**src/rtl/pong_pkg.sv**
```systemverilog
// Shared constants, paddle FSM state type and the auto-tracking target helper
// for the pong paddle logic.
package pong_pkg;

  localparam int sWidth  = 800;
  localparam int sHeight = 600;
  localparam int pWidth  = 50;
  localparam int pHeight = 150;
  localparam int CoordW  = 11;

  typedef enum logic [1:0] {
    IDLE,
    MOVE_UP,
    MOVE_DOWN
  } paddle_state_t;

  // Centre the paddle on the ball, limited to the legal range of top rows.
  function automatic logic [CoordW-1:0] track_target(
    input logic [CoordW-1:0] ball_y,
    input logic [CoordW-1:0] half_h,
    input logic [CoordW-1:0] top_max
  );
    logic [CoordW-1:0] t;
    if (ball_y < half_h) t = '0;
    else                 t = ball_y - half_h;
    if (t > top_max) t = top_max;
    return t;
  endfunction

endpackage

```
**src/rtl/btn_debounce.sv**
```systemverilog
// Raw button conditioning: 2-flop synchronizer followed by a debouncer whose
// output only follows the synchronized input after DebounceCycles stable cycles.
module btn_debounce #(
  parameter int DebounceCycles = 1000
) (
  input  logic PixelClock,
  input  logic ResetN,
  input  logic raw,
  output logic clean
);

  localparam int CntW = (DebounceCycles > 1) ? $clog2(DebounceCycles) : 1;
  localparam logic [CntW-1:0] CntLast = CntW'(DebounceCycles - 1);

  logic            sync_p0;
  logic            sync_p1;
  logic [CntW-1:0] cnt;

  // Stage p0/p1: metastability guard on the asynchronous button
  always_ff @(posedge PixelClock or negedge ResetN) begin
    if (!ResetN) begin
      sync_p0 <= 1'b0;
      sync_p1 <= 1'b0;
    end else begin
      sync_p0 <= raw;
      sync_p1 <= sync_p0;
    end
  end

  // Debounce: any agreement with the current output restarts the count
  always_ff @(posedge PixelClock or negedge ResetN) begin
    if (!ResetN) begin
      cnt   <= '0;
      clean <= 1'b0;
    end else if (sync_p1 == clean) begin
      cnt <= '0;
    end else if (cnt == CntLast) begin
      cnt   <= '0;
      clean <= sync_p1;
    end else begin
      cnt <= cnt + 1'b1;
    end
  end

endmodule

```
**src/rtl/paddle_ctrl.sv**
```systemverilog
// Player paddle: debounced up/down buttons drive a 3-state FSM that steps PosY
// one pixel every StepDiv cycles. Optional ball tracking under PADDLE_AI_EN.
module paddle_ctrl
  import pong_pkg::*;
#(
  parameter int pLeft          = 30,
  parameter int pTopInit       = 225,
  parameter int pWidth         = pong_pkg::pWidth,
  parameter int pHeight        = pong_pkg::pHeight,
  parameter int sHeight        = pong_pkg::sHeight,
  parameter int StepDiv        = 100000,
  parameter int DebounceCycles = 1000
) (
  input  logic        PixelClock,
  input  logic        ResetN,
  input  logic        BtnUp,
  input  logic        BtnDown,
  input  logic        AiMode,
  input  logic [10:0] BallY,
  input  logic [10:0] xPos,
  input  logic [9:0]  yPos,
  output logic [10:0] PosX,
  output logic [10:0] PosY,
  output logic        drawPaddle
);

  localparam logic [10:0] TopMax  = 11'(sHeight - pHeight);
  localparam logic [10:0] TopInit = 11'(pTopInit);
  localparam logic [10:0] Left    = 11'(pLeft);
  localparam logic [10:0] WidthW  = 11'(pWidth);
  localparam logic [10:0] HeightW = 11'(pHeight);
  localparam int          StepW   = (StepDiv > 1) ? $clog2(StepDiv) : 1;
  localparam logic [StepW-1:0] StepLast = StepW'(StepDiv - 1);

  logic              up_db;
  logic              down_db;
  logic              up_req;
  logic              down_req;
  paddle_state_t     state;
  paddle_state_t     state_nxt;
  logic [StepW-1:0]  step_cnt;
  logic [StepW-1:0]  step_cnt_nxt;
  logic              step_due;
  logic [10:0]       pos_y;
  logic [10:0]       pos_y_nxt;

  btn_debounce #(.DebounceCycles(DebounceCycles)) u_db_up (
    .PixelClock (PixelClock),
    .ResetN     (ResetN),
    .raw        (BtnUp),
    .clean      (up_db)
  );

  btn_debounce #(.DebounceCycles(DebounceCycles)) u_db_down (
    .PixelClock (PixelClock),
    .ResetN     (ResetN),
    .raw        (BtnDown),
    .clean      (down_db)
  );

`ifdef PADDLE_AI_EN
  localparam logic [10:0] HalfH = 11'(pHeight / 2);
  logic [10:0] ai_target;

  // In tracking mode the comparison against the target stands in for the buttons
  assign ai_target = track_target(BallY, HalfH, TopMax);
  assign up_req    = AiMode ? (pos_y > ai_target) : up_db;
  assign down_req  = AiMode ? (pos_y < ai_target) : down_db;
`else
  logic unused_ai;

  assign unused_ai = ^{AiMode, BallY};
  assign up_req    = up_db;
  assign down_req  = down_db;
`endif

  always_comb begin
    state_nxt = state;
    case (state)
      IDLE: begin
        if (up_req && !down_req)      state_nxt = MOVE_UP;
        else if (down_req && !up_req) state_nxt = MOVE_DOWN;
      end
      MOVE_UP:   if (!up_req || down_req) state_nxt = IDLE;
      MOVE_DOWN: if (!down_req || up_req) state_nxt = IDLE;
      default:   state_nxt = IDLE;
    endcase
  end

  // Step counter restarts on every state change, so the first move lands
  // StepDiv cycles after entering a MOVE state.
  always_comb begin
    step_due     = (state != IDLE) && (step_cnt == StepLast);
    step_cnt_nxt = '0;
    if ((state_nxt == state) && (state != IDLE) && !step_due)
      step_cnt_nxt = step_cnt + 1'b1;

    pos_y_nxt = pos_y;
    if (step_due) begin
      if ((state == MOVE_UP) && (pos_y != '0))
        pos_y_nxt = pos_y - 1'b1;
      else if ((state == MOVE_DOWN) && (pos_y < TopMax))
        pos_y_nxt = pos_y + 1'b1;
    end
  end

  always_ff @(posedge PixelClock or negedge ResetN) begin
    if (!ResetN) begin
      state    <= IDLE;
      step_cnt <= '0;
      pos_y    <= TopInit;
    end else begin
      state    <= state_nxt;
      step_cnt <= step_cnt_nxt;
      pos_y    <= pos_y_nxt;
    end
  end

  assign PosX = Left;
  assign PosY = pos_y;

  // Strict bounds: the outline rows/columns themselves are not drawn
  always_comb begin
    drawPaddle = (xPos > PosX) && (xPos < (PosX + WidthW)) &&
                 ({1'b0, yPos} > PosY) && ({1'b0, yPos} < (PosY + HeightW));
  end

endmodule

```
**config.mk**
```make
export PLATFORM = sky130hd
export DESIGN_NAME = paddle_ctrl
export DESIGN_NICKNAME = d
export VERILOG_FILES = /design/src/rtl/pong_pkg.sv /design/src/rtl/btn_debounce.sv /design/src/rtl/paddle_ctrl.sv
export SDC_FILE = /design/constraint.sdc
export NUM_CORES = 1
export LEC_CHECK = 0
export BUFFER_PORTS_ARGS = -buffer_cell sky130_fd_sc_hd__buf_2
export CAP_MARGIN = 10
export CORE_ASPECT_RATIO = 1.1
export CORE_MARGIN = 2
export CORE_UTILIZATION = 57
export CTS_BUF_LIST = sky130_fd_sc_hd__clkbuf_16
export DETAILED_ROUTE_END_ITERATION = 8
export PLACE_DENSITY_LB_ADDON = 0.1
export SLEW_MARGIN = 10
export SYNTH_ARGS = -nofsm -noshare
export SYNTH_HDL_FRONTEND = slang
export SYNTH_SLANG_ARGS = --single-unit
export TNS_END_PERCENT = 5
```
**constraint.sdc**
```tcl
create_clock -name PixelClock -period 3.4 [get_ports PixelClock]
set_input_delay 0.34 -clock PixelClock [delete_from_list [all_inputs] [get_ports PixelClock]]
set_output_delay 0.34 -clock PixelClock [all_outputs]
set_load 0.03 [all_outputs]
```
; Word-level counts from Yosys, hierarchy flattened
; Cells that the tools add are included.
[classes]
add_sub_neg = 6
magnitude_cmp = 5
eq_ne = 8
muxes = 12
n_bitwise = 2
n_reduce_logical = 22
[op_table]
columns = op, n
row1 = $mux 10, 4
row2 = $mux 11, 2
row3 = $add 10x1->10 const B, 2
row4 = $eq 10x10->1 const B, 2
row5 = $add 17x1->17 const B, 1
row6 = $eq 17x17->1 const B, 1
row7 = $mux 17, 1
row8 = $add 11x1->11 const B, 1
row9 = $add 11x8->11 const B, 1
row10 = $gt 10x11->1, 1
row11 = $gt 11x5->1 const B, 1
row12 = $lt 10x11->1, 1
row13 = $lt 11x7->1 const B, 1
row14 = $lt 11x9->1 const B, 1
row15 = $reduce_bool 11->1, 1
row16 = $sub 11x1->11 const B, 1
row17 = $logic_and 1x1->1, 10
row18 = $mux 2, 4
row19 = $pmux 2 s3, 1
row20 = $reduce_and 2->1, 3
row21 = $reduce_bool 2->1, 2
row22 = $logic_not 1->1, 3
row23 = $eq 1x1->1, 2
row24 = $eq 2x1->1 const B, 1
row25 = other kinds (5), 7
[totals]
register_bits = 56
input_bits = 37
output_inout_bits = 23
wordCells = 66

; Logic depth before layout (Yosys ltp)
[logic_depth]
word_depth = 9
mapped_depth = 10
depth_no_buf = 10

; Cells and area by module
; A second synthesis with hierarchy kept.
[unflattened]
hier_cells = 377
hier_area_um2 = 3699.8
[by_module_without_submodules]
columns = mod, instances, cells_each, area_each_um2, seq_area_each_um2
row1 = paddle_ctrl, 1, 267, 2486.1, 755.7
row2 = btn_debounce, 2, 55, 606.8, 325.3

; Worst setup path before layout
; OpenSTA, ideal clock, no wires.
[synth_path]
path_type = register -> output
start = register pos_y[1], in the netlist PosY[1]
end = output drawPaddle
arrival_time_ps = 3094
required_time_ps = 3060
setup_slack_ps = -34
path_stages_with_launch = 10
n_path_buf = 0
path_cell_list = dfrtp_1 -> inv_1 -> ha_1 -> o21a_1 -> xnor2_1 -> ha_1 -> a21o_1 -> a2111oi_0 -> o21ai_0 -> a311oi_1
[synth_between]
elab_chain_cells = 3
word_cells_on_any_way = 5
classes_between = add/sub: 1 / order compare: 2 / reduce/logical: 2
[synth_rtl]
columns = element, line
row1 = from (decl), paddle_ctrl.sv:44  ; logic [10:0] pos_y;
row2 = from (signal assigned), paddle_ctrl.sv:111  ; pos_y <= TopInit;
row3 = from (signal assigned), paddle_ctrl.sv:115  ; pos_y <= pos_y_nxt;
row4 = $add 11x8->11 / $gt 10x11->1 (equally long branches), paddle_ctrl.sv:125  ; ({1'b0, yPos} > PosY) && ({1'b0, yPos} < (PosY + HeightW));
row5 = $lt 10x11->1 / $logic_and 1x1->1 (equally long branches), "paddle_ctrl.sv:125, paddle_ctrl.sv:124"
row6 = $logic_and 1x1->1 (*), paddle_ctrl.sv:125
row7 = to (decl), paddle_ctrl.sv:24  ; output logic drawPaddle
; Mark *: on every way between the ends. The rest lies on a longest branch, timed or not.

; Worst setup path after layout
; Same ends and word-level chain as after synthesis.

==> impl_metrics.csv <==
group,metric,value,unit
global_route,grt_max_degree,38,
placed_design,place_congestion,0.861,
layout,insertedDiodeCount,0,
route,vias_per_cell,5.36,
power,pwr_density_cell,341,mW/mm^2
yosys,netlist_area,0.00357,sq mm
clock_tree,ctsHoldBuffers,0,
worst_setup_path,crit_top_cell,"ha_1",
floorplanning,start_util,0.583,
yosys,yosysWarnings,0,
yosys,synth_cell_type_count,55,
timing,maxSlewViolCount,0,
flow_run,drv_cap,0,
layout,drive_above_1_share,0.156,
timing,tns,0,ps
global_route,grt_pass1_vias,2612,
timing,rsz0062_at_grt,"no",
clock_tree,cts_buffers,5,
floorplanning,die_area,0.00691,sq mm
layout,num-nets-final,493,
yosys,syn_inst,384,
timing,setup_viol,0,
global_route,track_usage,0.207,
power,finalPower,1360,uW
worst_setup_path,slowest_stage,"dfrtp_2",
placed_design,pre_cts_slack,274,ps
clock_tree,cts_tree,"built",
floorplanning,chipHeight,87.0,um
yosys,synth_ff_type,"dfrtp_1",
global_route,grt-ovfl-total,0,
clock_tree,worst_skew_pair.late_latency,290,ps
clock_tree,cts.path.max_buffers,2,
route,wirelength,6.61,mm
clock_tree,clock-sinks,56,
clock_tree,htreeDepth,2,
layout,fill_cells,513,
yosys,synthArstFlopShare,1.00,
route,post_drt_wl_per_cell,13.1,um
timing,worst_slack,136,ps
power,leakage,0.00177,uW
timing,max_freq,0.306,GHz
route,vias,2703,
yosys,yosysSeqAreaShare,0.394,
worst_setup_path,crit_required,3060,ps
worst_setup_path,crit_type,"reg2out",
worst_setup_path,critical-path-top-delay-family,"compound AO/OA/AOI/OAI gates",
timing,period_needed,3260,ps
timing,relSlewSlack,0.436,
route,drc,0,
outcome,status,"finished clean",
hold_path,hp-class,"in2async",
floorplanning,row_count,30,
timing,holdWs,145,ps
timing,worstMarginPinSlew,846,ps
yosys,ys_seq_elements,56,
placed_design,port_buffers,36,
timing,clock_skew,7.58,ps
timing,hold_violations,0,
floorplanning,num_io_pins,60,
clock_tree,clkTransAtPathRegs,80,ps
floorplanning,die_width,79.4,um
worst_setup_path,end_kind,"primary output",
worst_setup_path,critical_path_buf_inv_count,2,
worst_setup_path,reg2reg_depth,10,
power,vdd_drop_max,0.000314,V
layout,area_growth,11.5,%
clock_tree,cts-root-buf,"clkbuf_16",
route,final_antenna_net_count,0,
worst_setup_path,crit_arrival,2920,ps
layout,utilization,0.650,
global_route,grt_pass1_wl,11.5,mm
route,drt-initial-drc-count,95,
placed_design,dp_hpwl,5.05,mm
route,drtPass1Iterations,4,
worst_setup_path,cp.depth,10,
yosys,syn_area_per_cell,9.29,sq um
floorplanning,core-area,0.00612,sq mm
global_route,antenna_found_initial,0,
worst_setup_path,crit_path_max_fanout,7,
yosys,synth_edf_count,0,
worst_setup_path,worstPathCellList,"inv_1 > ha_1 > o21a_1 > xnor2_1 > ha_1 > a21o_1 > a2111oi_0 > o21ai_1 > a311oi_2 > buf_2",
worst_setup_path,cpPeakStageDelay,420,ps
timing,min_period_over_period,0.960,
worst_setup_path,cp-start-kind,"flip-flop",
==> cell usage after synthesis (3+ instances only) <==
| cell type | number | area [sq um] |
|---|---|---|
| xnor2_1 | 27 | 236 |
| ha_1 | 32 | 400 |
| o21ai_0 | 19 | 95.1 |
| nand4_1 | 6 | 37.5 |
| nor2_1 | 55 | 206 |
| or4_1 | 3 | 22.5 |
| a2111oi_0 | 3 | 26.3 |
| buf_4 | 11 | 82.6 |
| dfstp_2 | 4 | 105 |
| nor2b_1 | 3 | 18.8 |
| a211oi_1 | 3 | 22.5 |
| and3_1 | 6 | 37.5 |
| and2_1 | 3 | 18.8 |
| nor3_1 | 10 | 50.1 |
| a31oi_1 | 3 | 18.8 |
| dfrtp_1 | 52 | 1300 |
| mux2_2 | 3 | 33.8 |
| nand3_1 | 13 | 65.1 |
| inv_1 | 21 | 78.8 |
| nand2_1 | 33 | 124 |
| a21oi_1 | 10 | 50.1 |
| a21o_1 | 3 | 22.5 |
| xor2_1 | 20 | 175 |
| nand2b_1 | 3 | 18.8 |
==> sequential cells by signal, indices dropped and copies added, names as in the netlist, 2 cells and up <==
register / count
step_cnt: 17
u_db_up.cnt: 10
u_db_down.cnt: 10
state: 2
PosY: 11
==> path summary, 6_finish.rpt <==
path / end / slack, ps / from
hold reg to reg: u_db_down.sync_p1 / 350 / u_db_down.sync_p0
min in group PixelClock: u_db_up.sync_p0 / 160 / BtnUp
max in group asynchronous: PosY[7] / 2400 / ResetN
setup reg to reg: PosY[10] / 200 / PosY[0]
setup / recovery: drawPaddle / 140 / PosY[1]
hold / removal: PosY[3] / 150 / ResetN
==> per-stage QoR <==
| step | std cells | area [sq um] |
|---|---|---|
| after floorplan | 393 | 3610 |
| final | 504 | 3980 |
| after global routing | 504 | 3980 |
| after CTS | 504 | 3970 |
| after global placement | 496 | 3800 |
| after detailed placement | 496 | 3800 |
==> kinds of logic (layout without fill, tap and decap cells) <==
group	count (synthesis)	after routing	synth area share
muxes	3	3	0.00947
other	2	11	0.00211
DFF	56	56	0.394
and+or+nand+nor	151	151	0.207
buffers and inverters	36	67	0.0502
xor gates and xnor gates	48	48	0.120
AOI/OAI and AO/OA	55	55	0.0986
adders and majority gates	33	33	0.118
==> where the power goes <==
group / internal (uW) / switching [uW] / total [uW] / leakage [uW]
Combinational: 29.8 / 56.1 / 86.0 / 0.000932
Sequential: 674 / 5.06 / 679 / 0.000750
Clock: 352 / 240 / 592 / 0.0000857
==> layer usage <==
layer | routed length [um] | track usage
met4 | 65 | 0.0517
met1 | 3170 | 0.267
met5 | 0 | 0
met3 | 136 | 0.0249
met2 | 3240 | 0.368
==> repair_timing <==
action	4_1_cts	5_1_grt
gates resized for setup	0	3
buffers inserted	0	0
hold endpoints to repair	0	0
endpoints found under the setup margin	0	1
==> area by class of cell <==
type | instances | area, sq um | area share
inverter | 21 | 78.8 | 0.0198
multi-input combinational | 301 | 2020 | 0.508
tap | 80 | 100 | 0.0252
timing repair buffer | 38 | 195 | 0.0491
clock inverter | 3 | 46.3 | 0.0116
clock buffer | 5 | 125 | 0.0315
sequential | 56 | 1410 | 0.354
==> cells in the final DEF (no fill, tap or decap), drive strengths merged, types with 6 or more instances in the layout <==
master / Yosys / routed
xor2: 20 / 20
nand3: 13 / 13
nor2: 55 / 55
o21ai: 19 / 19
nand4: 6 / 6
dfrtp: 52 / 52
nor3: 10 / 10
a21oi: 10 / 10
ha: 32 / 32
conb: 2 / 11
nand2: 33 / 33
inv: 21 / 22
and3: 7 / 7
xnor2: 28 / 28
buf: 13 / 38
Power figures use the tool's default switching activity.
